`src/rtl/spi_wb_bridge.sv`:
```
// SPI-to-Wishbone bridge, Wishbone clock domain.
// Takes bytes from an SPI Mode 0 shifter running on SCK and brings its
// strobe and chip select into wb_clk_i. It decodes a 3-byte
// command/address header. Each later byte becomes one Wishbone B4
// pipelined single-byte transfer. Read data goes back to the shifter on
// tx_data_o so it can be sent out on the next SPI byte.
module spi_wb_bridge #(
    parameter int SYNC_STAGES = 2,   // synchronizer depth, must be >= 2
    parameter int ADDR_WIDTH  = 17   // byte address width, must be >= 17
) (
    input  logic                  wb_clk_i,
    input  logic                  wb_reset_i,
    input  logic                  spi_cs_ni,
    input  logic [7:0]            rx_data_i,
    input  logic                  rx_strobe_i,
    output logic [7:0]            tx_data_o,
    output logic [ADDR_WIDTH-1:0] wb_adr_o,
    output logic [7:0]            wb_dat_o,
    input  logic [7:0]            wb_dat_i,
    output logic                  wb_we_o,
    output logic                  wb_cyc_o,
    output logic                  wb_stb_o,
    input  logic                  wb_stall_i,
    input  logic                  wb_ack_i,
    output logic                  overrun_o
);

    typedef enum logic [2:0] {
        ST_CMD     = 3'd0,
        ST_ADDR_HI = 3'd1,
        ST_ADDR_LO = 3'd2,
        ST_DATA    = 3'd3,
        ST_WB_REQ  = 3'd4,
        ST_WB_WAIT = 3'd5
    } state_t;

    state_t state_r;
    state_t state_s;

    // Synchronizer chains. Index 0 is the first flop and the MSB is the
    // settled value.
    logic [SYNC_STAGES-1:0] cs_sync_r;
    logic [SYNC_STAGES-1:0] strobe_sync_r;
    logic                   cs_active_prev_r;
    logic                   strobe_prev_r;

    // Captured byte and its one-clock valid flag.
    logic                   byte_valid_r;
    logic [7:0]             rx_byte_r;

    // Frame context.
    logic                   inc_r;
    logic                   cs_lost_r;   // CS dropped while a bus cycle was open

    // Decoded conditions.
    logic                   cs_active_s;
    logic                   cs_start_s;
    logic                   strobe_rise_s;
    logic                   byte_evt_s;
    logic                   in_bus_s;

    // Actions from the next-state logic.
    logic                   ld_cmd_s;
    logic                   ld_hi_s;
    logic                   ld_lo_s;
    logic                   ld_wdat_s;
    logic                   issue_s;
    logic                   accept_s;
    logic                   ack_s;
    logic                   overrun_set_s;

    assign cs_active_s   = ~cs_sync_r[SYNC_STAGES-1];
    assign cs_start_s    = cs_active_s & ~cs_active_prev_r;
    assign strobe_rise_s = strobe_sync_r[SYNC_STAGES-1] & ~strobe_prev_r;
    assign byte_evt_s    = byte_valid_r & cs_active_s;
    assign in_bus_s      = (state_r == ST_WB_REQ) || (state_r == ST_WB_WAIT);

    // Bring chip select and the byte strobe into the Wishbone domain.
    // Both chains reset to their idle levels.
    always_ff @(posedge wb_clk_i) begin
        if (wb_reset_i) begin
            cs_sync_r        <= {SYNC_STAGES{1'b1}};
            strobe_sync_r    <= {SYNC_STAGES{1'b0}};
            cs_active_prev_r <= 1'b0;
            strobe_prev_r    <= 1'b0;
        end else begin
            cs_sync_r        <= {cs_sync_r[SYNC_STAGES-2:0], spi_cs_ni};
            strobe_sync_r    <= {strobe_sync_r[SYNC_STAGES-2:0], rx_strobe_i};
            cs_active_prev_r <= cs_active_s;
            strobe_prev_r    <= strobe_sync_r[SYNC_STAGES-1];
        end
    end

    // Capture rx_data_i only on the strobe rising edge. By then the
    // shifter has held the byte stable for several SCK periods.
    always_ff @(posedge wb_clk_i) begin
        if (wb_reset_i) begin
            byte_valid_r <= 1'b0;
            rx_byte_r    <= 8'h00;
        end else begin
            byte_valid_r <= strobe_rise_s;
            if (strobe_rise_s) begin
                rx_byte_r <= rx_data_i;
            end
        end
    end

    // Frame state register.
    always_ff @(posedge wb_clk_i) begin
        if (wb_reset_i) begin
            state_r <= ST_CMD;
        end else begin
            state_r <= state_s;
        end
    end

    // Next-state and action decode. An open bus cycle is never abandoned:
    // a CS loss only takes effect once the ack arrives.
    always_comb begin
        state_s       = state_r;
        ld_cmd_s      = 1'b0;
        ld_hi_s       = 1'b0;
        ld_lo_s       = 1'b0;
        ld_wdat_s     = 1'b0;
        issue_s       = 1'b0;
        accept_s      = 1'b0;
        ack_s         = 1'b0;
        overrun_set_s = 1'b0;
        case (state_r)
            ST_CMD: begin
                if (byte_evt_s) begin
                    ld_cmd_s = 1'b1;
                    state_s  = ST_ADDR_HI;
                end else begin
                    state_s = ST_CMD;
                end
            end
            ST_ADDR_HI: begin
                if (!cs_active_s || cs_start_s) begin
                    state_s = ST_CMD;
                end else if (byte_evt_s) begin
                    ld_hi_s = 1'b1;
                    state_s = ST_ADDR_LO;
                end else begin
                    state_s = ST_ADDR_HI;
                end
            end
            ST_ADDR_LO: begin
                if (!cs_active_s || cs_start_s) begin
                    state_s = ST_CMD;
                end else if (byte_evt_s) begin
                    ld_lo_s = 1'b1;
                    if (wb_we_o) begin
                        state_s = ST_DATA;
                    end else begin
                        // Prefetch the first read byte.
                        issue_s = 1'b1;
                        state_s = ST_WB_REQ;
                    end
                end else begin
                    state_s = ST_ADDR_LO;
                end
            end
            ST_DATA: begin
                if (!cs_active_s || cs_start_s) begin
                    state_s = ST_CMD;
                end else if (byte_evt_s) begin
                    // Keep the payload on writes. On reads the byte is a
                    // dummy and only triggers the next prefetch.
                    ld_wdat_s = wb_we_o;
                    issue_s   = 1'b1;
                    state_s   = ST_WB_REQ;
                end else begin
                    state_s = ST_DATA;
                end
            end
            ST_WB_REQ: begin
                overrun_set_s = byte_evt_s;
                if (wb_stb_o && !wb_stall_i) begin
                    accept_s = 1'b1;
                    state_s  = ST_WB_WAIT;
                end else begin
                    state_s = ST_WB_REQ;
                end
            end
            ST_WB_WAIT: begin
                overrun_set_s = byte_evt_s;
                if (wb_ack_i) begin
                    ack_s = 1'b1;
                    if (cs_lost_r || !cs_active_s) begin
                        state_s = ST_CMD;
                    end else begin
                        state_s = ST_DATA;
                    end
                end else begin
                    state_s = ST_WB_WAIT;
                end
            end
            default: begin
                state_s = ST_CMD;
            end
        endcase
    end

    // Address, command flags and write data, loaded from the captured byte.
    // The address advances only after an ack, so it cannot change while a
    // cycle is open.
    always_ff @(posedge wb_clk_i) begin
        if (wb_reset_i) begin
            wb_adr_o <= {ADDR_WIDTH{1'b0}};
            wb_we_o  <= 1'b0;
            inc_r    <= 1'b0;
            wb_dat_o <= 8'h00;
        end else begin
            if (ld_cmd_s) begin
                wb_we_o                     <= rx_byte_r[7];
                inc_r                       <= rx_byte_r[6];
                wb_adr_o[ADDR_WIDTH-1:16]   <= (ADDR_WIDTH-16)'(rx_byte_r[0]);
            end
            if (ld_hi_s) begin
                wb_adr_o[15:8] <= rx_byte_r;
            end
            if (ld_lo_s) begin
                wb_adr_o[7:0] <= rx_byte_r;
            end
            if (ld_wdat_s) begin
                wb_dat_o <= rx_byte_r;
            end
            if (ack_s && inc_r) begin
                wb_adr_o <= wb_adr_o + ADDR_WIDTH'(1);
            end
        end
    end

    // Bus handshake: cyc and stb rise together, stb drops after the
    // transfer is accepted, and cyc drops on the ack.
    always_ff @(posedge wb_clk_i) begin
        if (wb_reset_i) begin
            wb_cyc_o <= 1'b0;
            wb_stb_o <= 1'b0;
        end else begin
            if (issue_s) begin
                wb_cyc_o <= 1'b1;
                wb_stb_o <= 1'b1;
            end else if (accept_s) begin
                wb_stb_o <= 1'b0;
            end else if (ack_s) begin
                wb_cyc_o <= 1'b0;
            end
        end
    end

    // Read data back to the shifter. It idles at all-ones, which is the
    // quiet MISO level.
    always_ff @(posedge wb_clk_i) begin
        if (wb_reset_i) begin
            tx_data_o <= 8'hFF;
        end else if (ack_s && !wb_we_o) begin
            tx_data_o <= wb_dat_i;
        end
    end

    // Sticky overrun flag, cleared by the start of the next frame.
    // Also tracks whether CS was lost while a bus cycle was open.
    always_ff @(posedge wb_clk_i) begin
        if (wb_reset_i) begin
            overrun_o <= 1'b0;
            cs_lost_r <= 1'b0;
        end else begin
            if (cs_start_s) begin
                overrun_o <= 1'b0;
            end else if (overrun_set_s) begin
                overrun_o <= 1'b1;
            end
            if (ack_s) begin
                cs_lost_r <= 1'b0;
            end else if (in_bus_s && !cs_active_s) begin
                cs_lost_r <= 1'b1;
            end
        end
    end

endmodule

```
`config.mk`:
```
export PLATFORM = sky130hd
export DESIGN_NAME = spi_wb_bridge
export DESIGN_NICKNAME = d
export VERILOG_FILES = /design/src/rtl/spi_wb_bridge.sv
export SDC_FILE = /design/constraint.sdc
export NUM_CORES = 1
export LEC_CHECK = 0
export ABC_AREA = 1
export BUFFER_PORTS_ARGS = -buffer_cell sky130_fd_sc_hd__buf_2
export CORE_MARGIN = 2
export CORE_UTILIZATION = 45
export CTS_CLUSTER_DIAMETER = 150
export DETAILED_ROUTE_END_ITERATION = 10
export GPL_ROUTABILITY_DRIVEN = 1
export GPL_TIMING_DRIVEN = 0
export PLACE_DENSITY = 0.74
export RECOVER_POWER = 100
export SYNTH_ARGS = -nofsm -noshare
export SYNTH_HDL_FRONTEND = slang
export SYNTH_SLANG_ARGS = --single-unit
```
`constraint.sdc`:
```
create_clock -name wb_clk_i -period 3.3 [get_ports wb_clk_i]
set_clock_uncertainty 0.15 [all_clocks]
set_input_delay 0.495 -clock wb_clk_i [delete_from_list [all_inputs] [get_ports wb_clk_i]]
set_output_delay 0.495 -clock wb_clk_i [all_outputs]
set_load 0.03 [all_outputs]
```
==> results of run 1 <==
==> state kept, by name, summed over array words and instances, names as in the netlist, 2 cells and up <==
register,flops
rx_byte_r,8
strobe_sync_r,2
state_r,3
wb_adr_o,17
tx_data_o,8
cs_sync_r,2
wb_dat_o,8
==> critical path: cells and delay by family, from the launching register on <==
kind / cells / cell delay, ns
flops: 1 / 0.43
buf+inv: 1 / 0.04
simple gates: 6 / 1.40
==> synth_stat cells (2+ instances only) <==
master,instances,share of area
sky130_fd_sc_hd__buf_2,3,0.0055
sky130_fd_sc_hd__nand3_1,58,0.11
sky130_fd_sc_hd__o21ai_0,24,0.044
sky130_fd_sc_hd__o21bai_1,4,0.011
sky130_fd_sc_hd__inv_1,48,0.066
sky130_fd_sc_hd__a21oi_1,16,0.029
sky130_fd_sc_hd__nand4_1,6,0.014
sky130_fd_sc_hd__nand2_1,103,0.14
sky130_fd_sc_hd__clkbuf_1,5,0.0069
sky130_fd_sc_hd__dfxtp_1,57,0.42
sky130_fd_sc_hd__nor2_1,67,0.093
sky130_fd_sc_hd__nor2_2,4,0.0092
sky130_fd_sc_hd__nor3_1,2,0.0037
sky130_fd_sc_hd__or2_2,2,0.0046
==> worst paths after layout <==
| kind | start | endpoint | slack [ns] | cells after the start |
|---|---|---|---|---|
| setup / recovery | state_r[2] | wb_adr_o[7] | 1.18 | 7 |
| hold / removal | spi_cs_ni | cs_sync_r[0] | 0.19 | 2 |
| setup reg to reg | state_r[2] | wb_adr_o[7] | 1.18 | 7 |
| hold reg to reg | strobe_sync_r[0] | strobe_sync_r[1] | 0.25 | 2 |
==> layer usage <==
| layer | wire, µm | GRT usage | part of all wire | vias to the layer above |
|---|---|---|---|---|
| met3 | 474 | 0.0330 | 0.067 | 14 |
| met4 | 161 | 0.120 | 0.023 | 0 |
| met1 | 3140 | 0.297 | 0.45 | 1297 |
| li1 | - | - | - | 1455 |
| met2 | 3250 | 0.344 | 0.46 | 123 |
| met5 | 0 | 0 | 0 | - |
==> power by group <==
| part | leakage (nW) | switching [mW] | internal [mW] |
|---|---|---|---|
| logic | 0.861 | 0.0255 | 0.0161 |
| registers | 0.461 | 0.00930 | 0.697 |
| clock network | 0.0891 | 0.271 | 0.290 |
==> final cells by class <==
class	count	area (µm²)	area share
plain buffers	9	41.3	0.0130
clock buffers	11	141	0.0445
clock inverters	5	31.3	0.00985
inverters	50	188	0.0591
multi-input cells	295	1300	0.408
flip-flops and latches	57	1140	0.359
well taps	75	93.8	0.0295
repair buffers	58	243	0.0764
==> kinds of logic after synthesis <==
family | Yosys count
compound gates | 47
xor+xnor | 1
fa+ha+maj | 1
buf+inv | 59
flops | 57
simple gates | 246
==> metrics.md, run 1 <==
| Metric | Value |
|---|---|
| Run status | `complete, no violations` |
| Most frequent standard cell in the layout excluding fill and tap cells | `sky130_fd_sc_hd__nand2_1` |
| Number of buffers added by the clock tree synthesis step | `9` |
| Via count of the first global-routing pass | `2500` |
| Cell with the largest stage delay on the worst path | `sky130_fd_sc_hd__nor2_1` |
| Routed Antenna Nets | `0` |
| Setup Fix Bufs, Post-CTS | `0` |
| Clk sinks | `57` |
| Top-level I/O count | `59` |
| Count of flip-flops with a built-in enable after synthesis | `0` |
| Area share of fa/ha/maj cells after synthesis | `0.00461` |
| Slew HR | `0.552` |
| Global-route wire length before repair | `11.2 mm` |
| Finished layout cell area | `3180 µm²` |
| Launching element type of the critical path | `register` |
| Combinational family with the most area after synthesis | `simple AND/OR/NAND/NOR gates` |
| DP Area | `3100 µm²` |
| Wire length reported by the detailed router | `7.03 mm` |
| Fraction of registers with async set/reset | `0` |
| Routability congestion estimate | `0.872` |
| First-pass iteration count of the detailed router | `5` |
| Number of filler instances in the final layout | `623` |
| Cell count after synthesis | `411` |
| Least-Margin Pin Slew | `0.669 ns` |
| Top achievable clock speed | `0.472 GHz` |
| Vias per cell | `5.16` |
| Share of synthesized area spent on multiplexers | `0` |
| Final cell count without fillers | `560` |
| Final-report hold violation count | `0` |
| Synthesized net count | `434` |
| Quantity of hold-fixing buffers added after cts | `0` |
| Row count | `28` |
| Setup TNS | `0 ns` |
| RSZ-0062 raised after global routing | `no` |
| Maximum root-to-sink buffer count | `2` |
| Min Clock Period, post-route | `2.12 ns` |
| Leading register cell type out of synthesis | `sky130_fd_sc_hd__dfxtp_1` |
| Power Total | `1.31 mW` |
| Post-synthesis register bit count | `57` |
| Smallest hold slack | `0.195 ns` |
| Delay of the slowest cell on the worst path | `0.60 ns` |
| Placed Cells incl. Taps | `544` |
| Post-Place Worst Slack | `1.40 ns` |
| Antenna violations before repair | `0` |
| Post-synthesis sequential area ratio | `0.420` |
| Ratio of cells with drive above 1 in the final layout | `0.0866` |
| Total inserted antenna cells | `0` |
| H-tree level count | `3` |
| Die Width | `81.7 µm` |
| Number of different library cells in the post-synthesis netlist | `26` |
| Die footprint | `6670 µm²` |
| Leakage power | `1.41 nW` |
| PortBufs | `58` |
| Data arrival time of the critical path | `2.20 ns` |
| Ys Warns | `0` |
| XOR/XNOR share of the synthesized area | `0.00322` |
| Crit share post-route | `0.642` |
| Share of the synthesized area in compound gates (AO/OA/AOI/OAI) | `0.0926` |
| Layout Area Growth over Synthesis | `17.0%` |
| Count of instances resized after the clock tree is built | `0` |
| Total GRT Usage | `0.222` |
| Worst path setup slack after routing | `1.18 ns` |
| Post-synthesis instance area | `2720 µm²` |
| Placed wire-length estimate after detailed placement | `5.12 mm` |
| Post-route core utilization | `0.540` |
| Final global-route overflow total | `0` |
| Crit Path Category | `reg2reg` |
| Starting utilization of the core area | `0.462` |
| Fraction of the mapped netlist area in simple logic gates | `0.395` |
| Die outline height | `81.7 µm` |
| Number of setup violations in the final report | `0` |
| Core outline area | `5890 µm²` |
| Number of violations reported at the end of detailed-routing iteration 0 | `199` |
| Pin count of the biggest net entering global routing | `11` |
| Critical Path RT | `3.38 ns` |
| Final layout net count | `503` |
| Max-cap violations | `0` |
| Post-route DRC | `0` |
| CTS Root Buffer Type | `sky130_fd_sc_hd__clkbuf_8` |
| Syn avg cell area | `6.61 µm²` |
| Latest clock arrival within the worst-skew pair | `0.33 ns` |
| Classification of the worst-slack hold path | `in2reg` |
| Average detailed-routed wire length per instance | `12.5 µm` |
| DR vias | `2889` |
| Maximum net fanout on the critical path | `10` |
| Clock tree from TritonCTS | `built` |
| Number of max-slew violations in the final report | `0` |
| Commonest cells after routing, fill and taps aside | `103 x sky130_fd_sc_hd__nand2_1, 73 x sky130_fd_sc_hd__nor2_1, 58 x sky130_fd_sc_hd__nand3_1, 57 x sky130_fd_sc_hd__dfxtp_1, 48 x sky130_fd_sc_hd__inv_1` |
| Max VDD drop | `304 µV` |
| CTS clk-pin slew, worst paths | `0.07 ns` |
| Ratio of total power to cell area | `412 nW/µm²` |
| Critical path endpoint category | `register` |
| Ordered list of cells on the worst path | `nand4_1, nor2_1, nor2_1, nand2_1, nand3_1, nand2_1, inv_1` |
No activity file was read; power rests on OpenSTA's default activity.
==> run 2, diff against run 1 <==
- ABC_AREA: 1 -> 0
- PLACE_DENSITY: 0.74 -> 0.77
- clock period: 3.3 -> 1.8 ns (I/O delays scaled with it)
==> metrics.md, run 2 <==
| Metric | Value |
|---|---|
| First-pass iteration count of the detailed router | `4` |
| Flip-flop count of the largest register, all copies and words added | `17` |
| Finished layout cell area | `3410 µm²` |
| Synthesized net count | `337` |
| Ys Warns | `0` |
| Layout Area Growth over Synthesis | `30.6%` |
| Launching element type of the critical path | `register` |
| Die outline height | `80.2 µm` |
| Placed wire-length estimate after detailed placement | `5.04 mm` |
| Commonest cells after routing, fill and taps aside | `50 x sky130_fd_sc_hd__nand2_1, 44 x sky130_fd_sc_hd__dfxtp_1, 42 x sky130_fd_sc_hd__buf_2, 27 x sky130_fd_sc_hd__clkbuf_1` |
| Worst path setup slack after routing | `0.0774 ns` |
| Final-report hold violation count | `0` |
| Wire length reported by the detailed router | `7.22 mm` |
| DR vias | `2619` |
| Combined flip-flop and latch cell area | `1160 µm²` |
| Post-synthesis register bit count | `57` |
| Number of different library cells in the post-synthesis netlist | `48` |
| Clock tree from TritonCTS | `built` |
| Cell family with most CP delay | `simple AND/OR/NAND/NOR gates` |
| Crit Path Category | `reg2reg` |
| Data arrival time of the critical path | `1.84 ns` |
| Share of synthesized area spent on multiplexers | `0.0426` |
| Antenna violations before repair | `0` |
| Core outline area | `5540 µm²` |
| Cell with the largest stage delay on the worst path | `sky130_fd_sc_hd__or4_1` |
| Top-area cell type share of the netlist area | `0.437` |
| Vias per cell | `5.54` |
| Min Clock Period, post-route | `1.72 ns` |
| Fraction of registers with async set/reset | `0` |
| Number of setup violations in the final report | `0` |
| Cell count after synthesis | `314` |
| Final global-route overflow total | `0` |
| Critical path endpoint category | `register` |
| Critical Path RT | `1.92 ns` |
| Delay of the slowest cell on the worst path | `0.55 ns` |
| Classification of the worst-slack hold path | `in2reg` |
| Top-level I/O count | `59` |
| Least-Margin Pin Slew | `0.482 ns` |
| Leading cell types by total area after synthesis | `sky130_fd_sc_hd__dfxtp_1 44%, sky130_fd_sc_hd__nand2_1 7.2%, sky130_fd_sc_hd__a21oi_1 4.2%` |
| Combinational family with the most area after synthesis | `simple AND/OR/NAND/NOR gates` |
| Post-synthesis cell type with the largest combined area | `sky130_fd_sc_hd__dfxtp_1` |
| Ordered list of cells on the worst path | `buf_4, nand4_1, or4_1, a2bb2oi_1, a21oi_1` |
| Syn avg cell area | `8.32 µm²` |
| Buffer and inverter count on the worst path | `1` |
| CTS Root Buffer Type | `sky130_fd_sc_hd__clkbuf_8` |
| Total GRT Usage | `0.238` |
| Number of filler instances in the final layout | `512` |
| Routed Antenna Nets | `0` |
| Share of the synthesized area in compound gates (AO/OA/AOI/OAI) | `0.156` |
| H-tree level count | `3` |
| Max-cap violations | `0` |
| Post-route core utilization | `0.616` |
| Number of violations reported at the end of detailed-routing iteration 0 | `229` |
| CTS clk-pin slew, worst paths | `0.07 ns` |
| Register with the highest flop count | `wb_adr_o` |
| Placed Cells incl. Taps | `444` |
| Pin count of the biggest net entering global routing | `11` |
| Maximum net fanout on the critical path | `4` |
| Number of max-slew violations in the final report | `0` |
| Post-Place Worst Slack | `-0.176 ns` |
| Run status | `complete, no violations` |
| Area taken by multi-input logic gates | `1440 µm²` |
| Most frequent standard cell in the layout excluding fill and tap cells | `sky130_fd_sc_hd__nand2_1` |
| XOR/XNOR share of the synthesized area | `0` |
| Leading cell types by count after synthesis | `57 x sky130_fd_sc_hd__dfxtp_1, 50 x sky130_fd_sc_hd__nand2_1, 24 x sky130_fd_sc_hd__nor2_1` |
| Global-route wire length before repair | `11.7 mm` |
| PortBufs | `58` |
| Die Width | `80.2 µm` |
| Ratio of total power to cell area | `793 nW/µm²` |
| Number of buffers added by the clock tree synthesis step | `9` |
| Post-route DRC | `0` |
| Starting utilization of the core area | `0.472` |
| DP Area | `3010 µm²` |
| Routability congestion estimate | `0.931` |
| Max VDD drop | `455 µV` |
| Leakage power | `1.35 nW` |
| Row count | `27` |
| Area share of fa/ha/maj cells after synthesis | `0.00479` |
| Leading register cell type out of synthesis | `sky130_fd_sc_hd__dfxtp_1` |
| Smallest hold slack | `0.0137 ns` |
| Post-synthesis sequential area ratio | `0.437` |
| Post-synthesis instance area | `2610 µm²` |
| Latest clock arrival within the worst-skew pair | `0.34 ns` |
| Total inserted antenna cells | `0` |
| Via count of the first global-routing pass | `2437` |
| Final layout net count | `419` |
| Fraction of the mapped netlist area in simple logic gates | `0.324` |
| Top achievable clock speed | `0.581 GHz` |
| Die footprint | `6430 µm²` |
| Maximum root-to-sink buffer count | `2` |
| Cell with the most instances after synthesis | `sky130_fd_sc_hd__dfxtp_1` |
| Slew HR | `0.679` |
| Final cell count without fillers | `473` |
| Ratio of cells with drive above 1 in the final layout | `0.244` |
| Average detailed-routed wire length per instance | `15.3 µm` |
| Crit share post-route | `0.957` |
| Count of flip-flops with a built-in enable after synthesis | `0` |
| Clk sinks | `57` |
[run 2: stage by stage]
step | total power [mW] | TNS (ns)
detailed placement | 1.40 | -5.01
floorplan | 1.35 | 0
CTS | 2.73 | -0.0181
global placement | 1.39 | -3.48
finish | 2.71 | 0
global route | 2.79 | -0.000470
[run 2: worst min-delay path: stages]
cell                       delay (ns)
sky130_fd_sc_hd__buf_2           0.08
sky130_fd_sc_hd__nand2_1         0.05
sky130_fd_sc_hd__nand3b_1        0.07
[run 2: cell type report]
class | instances | area share
clock inverter | 4 | 0.0136
inverter | 6 | 0.00660
sequential | 57 | 0.341
multi-input combinational | 233 | 0.423
timing repair buffer | 71 | 0.114
clock buffer | 12 | 0.0517
tap | 72 | 0.0264
buffer | 18 | 0.0238
[run 2: timing repair]
item	4_1_cts	5_1_grt
setup buffers	0	3
resized for setup	10	15
endpoints found under the setup margin	20	26
hold buffers	10	0
pin swaps	0	2
endpoints found under the hold margin	10	0
[run 2: where the power goes]
group / internal (mW) / total [mW] / leakage (nW) / switching [mW]
sequential: 1.27 / 1.28 / 0.469 / 0.0131
combinational: 0.0503 / 0.102 / 0.759 / 0.0516
clock: 0.795 / 1.32 / 0.118 / 0.528
[run 2: worst paths after layout]
path / slack [ns] / endpoint / depth (start not counted) / startpoint
max: 0.08 / wb_adr_o[7] / 5 / wb_adr_o[0]
min: 0.01 / tx_data_o[2] / 3 / wb_dat_i[2]
max reg2reg: 0.08 / wb_adr_o[7] / 5 / wb_adr_o[0]
min reg2reg: 0.26 / cs_sync_r[1] / 1 / cs_sync_r[0]
[run 2: logic make-up (layout without fill, tap and decap cells)]
kind of cell	Yosys count	after routing
and+or+nand+nor	159	159
AOI/OAI and AO/OA	62	62
DFF	57	57
buffers and inverters	24	111
muxes	11	11
adders and majority gates	1	1
[run 2: routing by layer]
layer | share of wire | global-route usage | up-vias | routed length (µm)
li1 | - | - | 1301 | -
met1 | 0.45 | 0.309 | 1196 | 3270
met2 | 0.45 | 0.366 | 107 | 3260
met3 | 0.073 | 0.0562 | 15 | 524
met4 | 0.024 | 0.124 | 0 | 170
met5 | 0 | 0 | - | 0
==> run 3, diff against run 2 <==
- CAP_MARGIN: unset -> 20
- CORE_UTILIZATION: 45 -> 48
- HOLD_SLACK_MARGIN: unset -> 0.03
- PLACE_DENSITY: 0.77 -> 0.81
==> metrics.md, run 3 (synthesized netlist as in run 2, its figures left out) <==
| Metric | Value |
|---|---|
| Run status | `complete, no violations` |
| Post-route core utilization | `0.660` |
| Leakage power | `1.26 nW` |
| Layout Area Growth over Synthesis | `30.7%` |
| Global routing met3 resource utilization | `0.0512` |
| Top-level I/O count | `59` |
| Clk sinks | `57` |
| Antenna violations before repair | `0` |
| Clock tree from TritonCTS | `built` |
| Number of max-slew violations in the final report | `0` |
| Flip-flop count of the largest register, all copies and words added | `17` |
| Layer with the highest usage after global routing | `met2` |
| Row count | `26` |
| Number of cells traversed by the worst hold path | `3` |
| Min Clock Period, post-route | `1.77 ns` |
| Average detailed-routed wire length per instance | `15.7 µm` |
| Most frequent standard cell in the layout excluding fill and tap cells | `sky130_fd_sc_hd__nand2_1` |
| Maximum net fanout on the critical path | `7` |
| Commonest cells after routing, fill and taps aside | `50 x sky130_fd_sc_hd__nand2_1, 46 x sky130_fd_sc_hd__clkbuf_1, 44 x sky130_fd_sc_hd__dfxtp_1, 27 x sky130_fd_sc_hd__buf_2` |
| Grt met1 use | `0.322` |
| Worst path setup slack after routing | `0.0255 ns` |
| Final layout net count | `425` |
| Number of buffers added by the clock tree synthesis step | `9` |
| Total GRT Usage | `0.258` |
| PortBufs | `58` |
| Max VDD drop | `596 µV` |
| Crit share post-route | `0.986` |
| Critical path endpoint category | `register` |
| Number of filler instances in the final layout | `442` |
| Starting utilization of the core area | `0.505` |
| Data arrival time of the critical path | `1.88 ns` |
| RSZ-0062 raised after global routing | `no` |
| Crit Path Category | `reg2reg` |
| Critical Path RT | `1.91 ns` |
| CTS Root Buffer Type | `sky130_fd_sc_hd__clkbuf_8` |
| Number of violations reported at the end of detailed-routing iteration 0 | `236` |
| DR vias | `2763` |
| Total inserted antenna cells | `0` |
| H-tree level count | `3` |
| Launching element type of the critical path | `register` |
| Final-report hold violation count | `0` |
| Global Route met2 Usage | `0.415` |
| Global-route wire length before repair | `12.3 mm` |
| Pin count of the biggest net entering global routing | `11` |
| Ratio of cells with drive above 1 in the final layout | `0.194` |
| Post-Place Worst Slack | `-0.199 ns` |
| Power Total | `2.48 mW` |
| Worst-case reg-to-reg path depth | `5` |
| Classification of the worst-slack hold path | `in2reg` |
| Core outline area | `5170 µm²` |
| Latest clock arrival within the worst-skew pair | `0.33 ns` |
| Register with the highest flop count | `wb_adr_o` |
| CTS clk-pin slew, worst paths | `0.07 ns` |
| Post-route DRC | `0` |
| Slew HR | `0.663` |
| Setup TNS | `0 ns` |
| Die footprint | `6050 µm²` |
| Via count of the first global-routing pass | `2610` |
| Max-cap violations | `0` |
| Placed wire-length estimate after detailed placement | `4.90 mm` |
| First-pass iteration count of the detailed router | `5` |
| Final global-route overflow total | `0` |
| Top achievable clock speed | `0.564 GHz` |
| Least-Margin Pin Slew | `0.506 ns` |
| Routed Antenna Nets | `0` |
| Die Width | `77.8 µm` |
| Vias per cell | `5.79` |
| Routability congestion estimate | `0.939` |
| Number of setup violations in the final report | `0` |
| Ratio of total power to cell area | `727 nW/µm²` |
| Die outline height | `77.8 µm` |
| Maximum root-to-sink buffer count | `2` |
| Wire length reported by the detailed router | `7.47 mm` |
| Smallest hold slack | `0.0634 ns` |
[run 3: cell type report]
cell class / count / area [µm²] / area share
buffer: 18 / 80.1 / 0.0235
clock buffer: 11 / 151 / 0.0443
clock inverter: 5 / 28.8 / 0.00843
inverter: 6 / 22.5 / 0.00660
multi-input combinational: 233 / 1450 / 0.425
sequential: 57 / 1160 / 0.341
tap: 70 / 87.6 / 0.0257
timing repair buffer: 77 / 427 / 0.125
[run 3: report_power, final]
group | switching, mW | internal (mW) | total (mW)
clock network | 0.518 | 0.567 | 1.09
logic | 0.0542 | 0.0603 | 0.115
registers | 0.0132 | 1.27 | 1.28
total | 0.586 | 1.90 | 2.48
[run 3: repair_timing]
item / 4_1_cts / 5_1_grt
setup buffers: 0 / 2
pin swaps: 1 / 3
hold buffers: 17 / 0
hold endpoints to repair: 17 / 0
setup endpoints to repair: 21 / 22
gates resized for setup: 13 / 13
gates cloned: 0 / 0
[run 3: final timing paths]
| check | endpoint | slack [ns] | startpoint |
|---|---|---|---|
| worst max register to register | wb_adr_o[7] | 0.03 | state_r[2] |
| worst min-delay path | rx_byte_r[6] | 0.06 | rx_data_i[6] |
| worst min register to register | cs_sync_r[1] | 0.26 | cs_sync_r[0] |
| worst max-delay path | wb_adr_o[7] | 0.03 | state_r[2] |
[run 3: metal layers]
layer | routed length [µm] | share of wire | up-vias
li1 | - | - | 1318
met5 | 0 | 0 | -
met1 | 3130 | 0.42 | 1270
met4 | 224 | 0.030 | 0
met2 | 3470 | 0.46 | 152
met3 | 640 | 0.086 | 23
[run 3: worst max-delay path, stage by stage, from the launching register on]
cell and delay [ns]:
sky130_fd_sc_hd__dfxtp_2 0.37, sky130_fd_sc_hd__nand4b_1 0.14, sky130_fd_sc_hd__buf_4 0.18, sky130_fd_sc_hd__or4_1 0.54, sky130_fd_sc_hd__a2bb2oi_1 0.15, sky130_fd_sc_hd__a21oi_1 0.16
[run 3: per-stage QoR]
| step | cells | instance area [µm²] |
|---|---|---|
| 4_1_cts | 475 | 3400 |
| 2_1_floorplan | 314 | 2630 |
| 3_5_place_dp | 442 | 3010 |
| 6_report | 477 | 3410 |
| 5_1_grt | 477 | 3410 |
| 3_3_place_gp | 442 | 3010 |
